`src/rtl/pixel_sequencer.sv`:
```
// Pixel sequencer: rotates grants over N_ENG fractal engines in raster order,
// drives the shared colour map and registers one RGB pixel per accept.
module pixel_sequencer #(
    parameter int N_ENG          = 4,
    parameter int MAX_ITER_WIDTH = 16,
    parameter int X_SIZE         = 640,
    parameter int Y_SIZE         = 480
) (
    input  logic                            clk_i,
    input  logic                            rst_i,
    input  logic                            start_i,
    input  logic [MAX_ITER_WIDTH-1:0]       max_iter_i,
    input  logic [1:0]                      colour_i,
    output logic                            busy_o,
    output logic                            done_o,
    input  logic [N_ENG-1:0]                eng_valid_i,
    input  logic [N_ENG*MAX_ITER_WIDTH-1:0] eng_iter_i,
    output logic [N_ENG-1:0]                eng_ready_o,
    output logic [MAX_ITER_WIDTH-1:0]       cm_max_iter_o,
    output logic [MAX_ITER_WIDTH-1:0]       cm_iter_o,
    output logic [1:0]                      cm_colour_o,
    input  logic [7:0]                      cm_r_i,
    input  logic [7:0]                      cm_g_i,
    input  logic [7:0]                      cm_b_i,
    output logic [23:0]                     out_data_o,
    output logic                            out_valid_o,
    input  logic                            out_ready_i,
    output logic                            out_user_o,
    output logic                            out_last_o
);

    localparam int PW = (N_ENG > 1) ? $clog2(N_ENG) : 1;
    localparam int XW = (X_SIZE > 1) ? $clog2(X_SIZE) : 1;
    localparam int YW = (Y_SIZE > 1) ? $clog2(Y_SIZE) : 1;
    localparam logic [XW-1:0] X_LAST = XW'(X_SIZE - 1);
    localparam logic [YW-1:0] Y_LAST = YW'(Y_SIZE - 1);

    typedef enum logic [1:0] {
        S_IDLE,
        S_RUN,
        S_FLUSH
    } state_t;

    state_t r_state;
    state_t w_next;

    logic [PW-1:0]             r_ptr;
    logic [XW-1:0]             r_x;
    logic [YW-1:0]             r_y;
    logic [MAX_ITER_WIDTH-1:0] r_max_iter;
    logic [1:0]                r_colour;
    logic                      r_done;
    logic [23:0]               r_out_data;
    logic                      r_out_valid;
    logic                      r_out_user;
    logic                      r_out_last;

    logic                      w_drain;
    logic                      w_grant;
    logic                      w_flush_done;
    logic                      w_accept;
    logic                      w_x_end;
    logic                      w_y_end;
    logic [MAX_ITER_WIDTH-1:0] w_iter_sel;
    logic [MAX_ITER_WIDTH-1:0] w_iter_clamp;

    // Output register can take a new pixel if empty or emptying this cycle
    assign w_drain    = !r_out_valid || out_ready_i;
    assign w_x_end    = (r_x == X_LAST);
    assign w_y_end    = (r_y == Y_LAST);
    assign w_iter_sel = eng_iter_i[int'(r_ptr)*MAX_ITER_WIDTH +: MAX_ITER_WIDTH];
    assign w_accept   = w_grant && eng_valid_i[r_ptr];

    // Counts past max_iter are treated as inside the set
    assign w_iter_clamp = (w_iter_sel > r_max_iter) ? r_max_iter : w_iter_sel;

    always_ff @(posedge clk_i) begin
        if (rst_i) begin
            r_state <= S_IDLE;
        end else begin
            r_state <= w_next;
        end
    end

    always_comb begin
        w_next = r_state;
        unique case (r_state)
            S_IDLE: begin
                if (start_i) begin
                    w_next = S_RUN;
                end
            end
            S_RUN: begin
                if (w_accept && w_x_end && w_y_end) begin
                    w_next = S_FLUSH;
                end
            end
            S_FLUSH: begin
                if (w_drain) begin
                    w_next = S_IDLE;
                end
            end
            default: w_next = S_IDLE;
        endcase
    end

    always_comb begin
        w_grant      = 1'b0;
        w_flush_done = 1'b0;
        unique case (r_state)
            S_RUN:   w_grant      = w_drain;
            S_FLUSH: w_flush_done = w_drain;
            default: ;
        endcase
    end

    always_ff @(posedge clk_i) begin
        if (rst_i) begin
            r_ptr       <= '0;
            r_x         <= '0;
            r_y         <= '0;
            r_max_iter  <= '0;
            r_colour    <= '0;
            r_done      <= 1'b0;
            r_out_data  <= '0;
            r_out_valid <= 1'b0;
            r_out_user  <= 1'b0;
            r_out_last  <= 1'b0;
        end else begin
            r_done <= w_flush_done;
            if (r_state == S_IDLE && start_i) begin
                r_max_iter <= max_iter_i;
                r_colour   <= colour_i;
                r_ptr      <= '0;
                r_x        <= '0;
                r_y        <= '0;
            end
            if (w_accept) begin
                r_ptr <= r_ptr + PW'(1);
                if (w_x_end) begin
                    r_x <= '0;
                    r_y <= w_y_end ? '0 : r_y + YW'(1);
                end else begin
                    r_x <= r_x + XW'(1);
                end
            end
            if (w_accept) begin
                r_out_data  <= {cm_r_i, cm_g_i, cm_b_i};
                r_out_valid <= 1'b1;
                r_out_user  <= (r_x == '0) && (r_y == '0);
                r_out_last  <= w_x_end;
            end else if (out_ready_i) begin
                r_out_valid <= 1'b0;
            end
        end
    end

    assign busy_o        = (r_state != S_IDLE);
    assign done_o        = r_done;
    assign eng_ready_o   = w_grant ? (N_ENG'(1) << r_ptr) : '0;
    assign cm_max_iter_o = r_max_iter;
    assign cm_colour_o   = r_colour;
    assign cm_iter_o     = (r_state == S_RUN) ? w_iter_clamp : '0;
    assign out_data_o    = r_out_data;
    assign out_valid_o   = r_out_valid;
    assign out_user_o    = r_out_user;
    assign out_last_o    = r_out_last;

endmodule

```
`config.mk`:
```
export PLATFORM = sky130hd
export DESIGN_NAME = pixel_sequencer
export DESIGN_NICKNAME = d
export VERILOG_FILES = /design/src/rtl/pixel_sequencer.sv
export SDC_FILE = /design/constraint.sdc
export NUM_CORES = 1
export LEC_CHECK = 0
export CORE_MARGIN = 3
export CORE_UTILIZATION = 41
export DETAILED_ROUTE_END_ITERATION = 8
export DONT_BUFFER_PORTS = 1
export MAX_ROUTING_LAYER = met4
export SLEW_MARGIN = 20
export SYNTH_ARGS = -nofsm -noshare
export SYNTH_HDL_FRONTEND = slang
export SYNTH_SLANG_ARGS = --single-unit
```
`constraint.sdc`:
```
create_clock -name clk_i -period 4.8 [get_ports clk_i]
set_input_delay 0.96 -clock clk_i [delete_from_list [all_inputs] [get_ports clk_i]]
set_output_delay 0.96 -clock clk_i [all_outputs]
set_load 0.02 [all_outputs]
```
==> impl_metrics.tcl <==
set metrics [dict create \
    synth-main-ff-cell "dfxtp_1" \
    fin_crit_sh_pct 92.5 \
    hold_buffers 0 \
    clkTransAtPathRegs_ns 0.07 \
    grt_pass1_wl_um 17700 \
    synth.avg_cell_area_um2 7.53 \
    p_seq_share_pct 44.5 \
    io_pins 181 \
    syn_area_um2 4330 \
    pwr_density_cell_nw_per_um2 302 \
    cts_sinks 69 \
    yosys.area_share.simple_pct 26.9 \
    firstDrtPassIters 5 \
    cts_tree "built" \
    synthXorXnorAreaFrac_pct 0.404 \
    fin_skew_ns 0.0104 \
    die_h_um 109 \
    synth_compound_gate_area_share_pct 15.2 \
    synth_edf_count 0 \
    fmax_mhz 225 \
    p_leak_nw 1.80 \
    layout-drive-gt1-share_pct 13.8 \
    async_flop_share_pct 0 \
    hold_viol 0 \
    required_ns 3.84 \
    diodes 0 \
    clock_path_buffers 2 \
    cp_max_fo 36 \
    end_kind "output port" \
    cts_root_buf "clkbuf_8" \
    vias_per_cell 5.54 \
    final_cell_mix "nand2_1 (118), dfxtp_1 (69), a21oi_1 (67), nor2_1 (64), mux2_2 (32)" \
    num_rows 36 \
    routed_wl_um 11800 \
    fill_cells 1016 \
    final_common_cell "nand2_1" \
    grt_setup_unrepaired "no" \
    hp-class "reg -> reg" \
    ir_drop_mv 0.147 \
    first_iter_violations 384 \
    grt_pass1_vias 3665 \
    syn_to_final_growth_pct 9.68 \
    slew_headroom_pct 43.9 \
    design_area_um2 4750 \
    p_int_mw 1.02 \
    cap_violations 0 \
    p_switching_mw 0.418 \
    grt_max_degree 73 \
    syn_nets 713 \
    combPwrFrac_pct 17.1 \
    postCtsSetupRepairBufs 0 \
    die-area_um2 11800 \
    ys_seq_area_share_pct 31.9 \
    worst_ep_arrival_time_ns 3.48 \
    setup_viol 0 \
    synthAdderAreaFrac_pct 6.93 \
    fin_nets 712 \
    slew_violations 0 \
    h-tree-depth 3 \
    yosysWarningCount 0 \
    r2r_cells 5 \
    drtAntennaViolNets 0 \
    hold_path_depth 2 \
    cts_resized 0 \
    gp_congestion 0.871 \
    wl_per_cell_um 16.6 \
    p_clk_share_pct 38.4 \
    tns_ns 0 \
    vias 3947 \
    syn_inst 575 \
    numCtsBuffers 9 \
    die_w_um 109 \
    cp-start-kind "flip-flop" \
    core-area_um2 10000 \
    fin_util_pct 47.5 \
    stdcell_count 712 \
    dp_cells 696 \
    synth_cell_type_count 49 \
    port_buffers 0 \
    insertion_delay_ns 0.34 \
    postPlaceCellArea_um2 4520 \
    antenna_found_initial 0 \
    fin_crit_ns 4.44 \
    status "complete, no violations" \
    grt_overflow 0 \
    tightest_slew_ns 0.840 \
    worstSetupPathType "reg -> out" \
    start_util_pct 43.3 \
    p_total_mw 1.43 \
    synth_top_family_by_area "simple AND/OR/NAND/NOR gates" \
    hpwl_um 8900 \
    grt.total_usage_pct 19.3 \
    drcViolationCount 0 \
    synth.area.mux_share_pct 12.8 \
    switching_share_pct 29.2 \
    ys_ff_latch 69 \
]
-- per-stage QoR --
| stage | hold WS (ns) | setup WS [ns] |
|---|---|---|
| 2_1_floorplan | 0.463 | 0.641 |
| 4_1_cts | 0.470 | 0.317 |
| 3_5_place_dp | 0.458 | 0.598 |
| 3_3_place_gp | 0.447 | 0.655 |
| 6_report | 0.467 | 0.362 |
| 5_1_grt | 0.490 | 0.118 |
-- path summary, 6_finish.rpt --
kind | start | endpoint | slack, ns
max | r_ptr[1]$_SDFFE_PP0P_ | cm_iter_o[12] | 0.36
min | r_ptr[1]$_SDFFE_PP0P_ | r_ptr[1]$_SDFFE_PP0P_ | 0.47
max reg2reg | r_state[0]$_SDFFE_PP0P_ | r_y[7]$_SDFF_PP0_ | 2.53
min reg2reg | r_ptr[1]$_SDFFE_PP0P_ | r_ptr[1]$_SDFFE_PP0P_ | 0.47
-- layout make-up --
cell class              count  area, um^2  area share [%]
flip-flops and latches     69        1380            29.1
multi-input cells         446        2700            56.8
well taps                 133         166            3.50
repair buffers             24         180            3.79
inverters                  24        90.1            1.90
clock buffers              11         151            3.19
clock inverters             5        81.3            1.71
-- state kept, by name (all words and copies together) (netlist names), 2 cells and up --
| signal | cells |
|---|---|
| cm_colour_o | 2 |
| r_state | 2 |
| r_y | 9 |
| cm_max_iter_o | 16 |
| r_ptr | 2 |
| r_x | 10 |
| out_data_o | 24 |
-- power groups by stage --
stage	sequential, mW	clock (mW)	combinational (mW)
after floorplan	0.645	0	0.201
after global placement	0.652	0	0.240
after detailed placement	0.653	0	0.246
after CTS	0.639	0.564	0.247
after global routing	0.642	0.589	0.274
final	0.639	0.550	0.245
-- cells by family after synthesis --
family          Yosys count
mux                      50
buf+inv                  60
flops                    69
compound gates          111
xor+xnor                  2
simple gates            259
fa+ha+maj                24
-- per-layer routing --
layer  GRT usage (%)  part of all wire [%]
met3            3.79                   6.5
met2            34.8                    53
met5               -                     0
met4            6.40                  0.98
met1            21.3                    40
-- cell usage after synthesis, types with 2 or more instances --
library cell	count	area share (%)
a21oi_1	67	7.7
clkbuf_1	21	1.8
nor4_1	6	0.87
and3_1	12	1.7
nand3_1	16	1.8
a22oi_1	15	2.6
a311oi_1	2	0.40
o21ai_1	2	0.23
or4_1	2	0.35
mux2_2	32	8.3
a31oi_1	2	0.29
and2_1	3	0.43
buf_2	7	0.81
o31ai_1	2	0.35
nand2_1	118	10
dfxtp_1	69	32
ha_1	24	6.9
nand3b_1	6	1.0
buf_1	4	0.35
mux2i_1	17	3.9
o21ai_0	12	1.4
or3_1	3	0.43
nor2_2	2	0.29
nor2_1	64	5.5
nand4_1	8	1.2
nor4b_1	3	0.61
buf_4	3	0.52
nor2b_1	4	0.58
nor3_1	6	0.69
inv_1	23	2.0
nand4b_1	2	0.40
-- critical path, cell delays in order, from the launching register on --
cell and delay [ns]:
dfxtp_1 0.33, buf_4 0.38, mux2_2 0.41, nor2_1 0.09, nor2_1 0.07, ha_1 0.29, nand4_1 0.20, a2111o_1 0.43
a31oi_4 0.21, buf_4 0.30, mux2i_1 0.24, buf_4 0.17
Power figures use the tool's default switching activity.
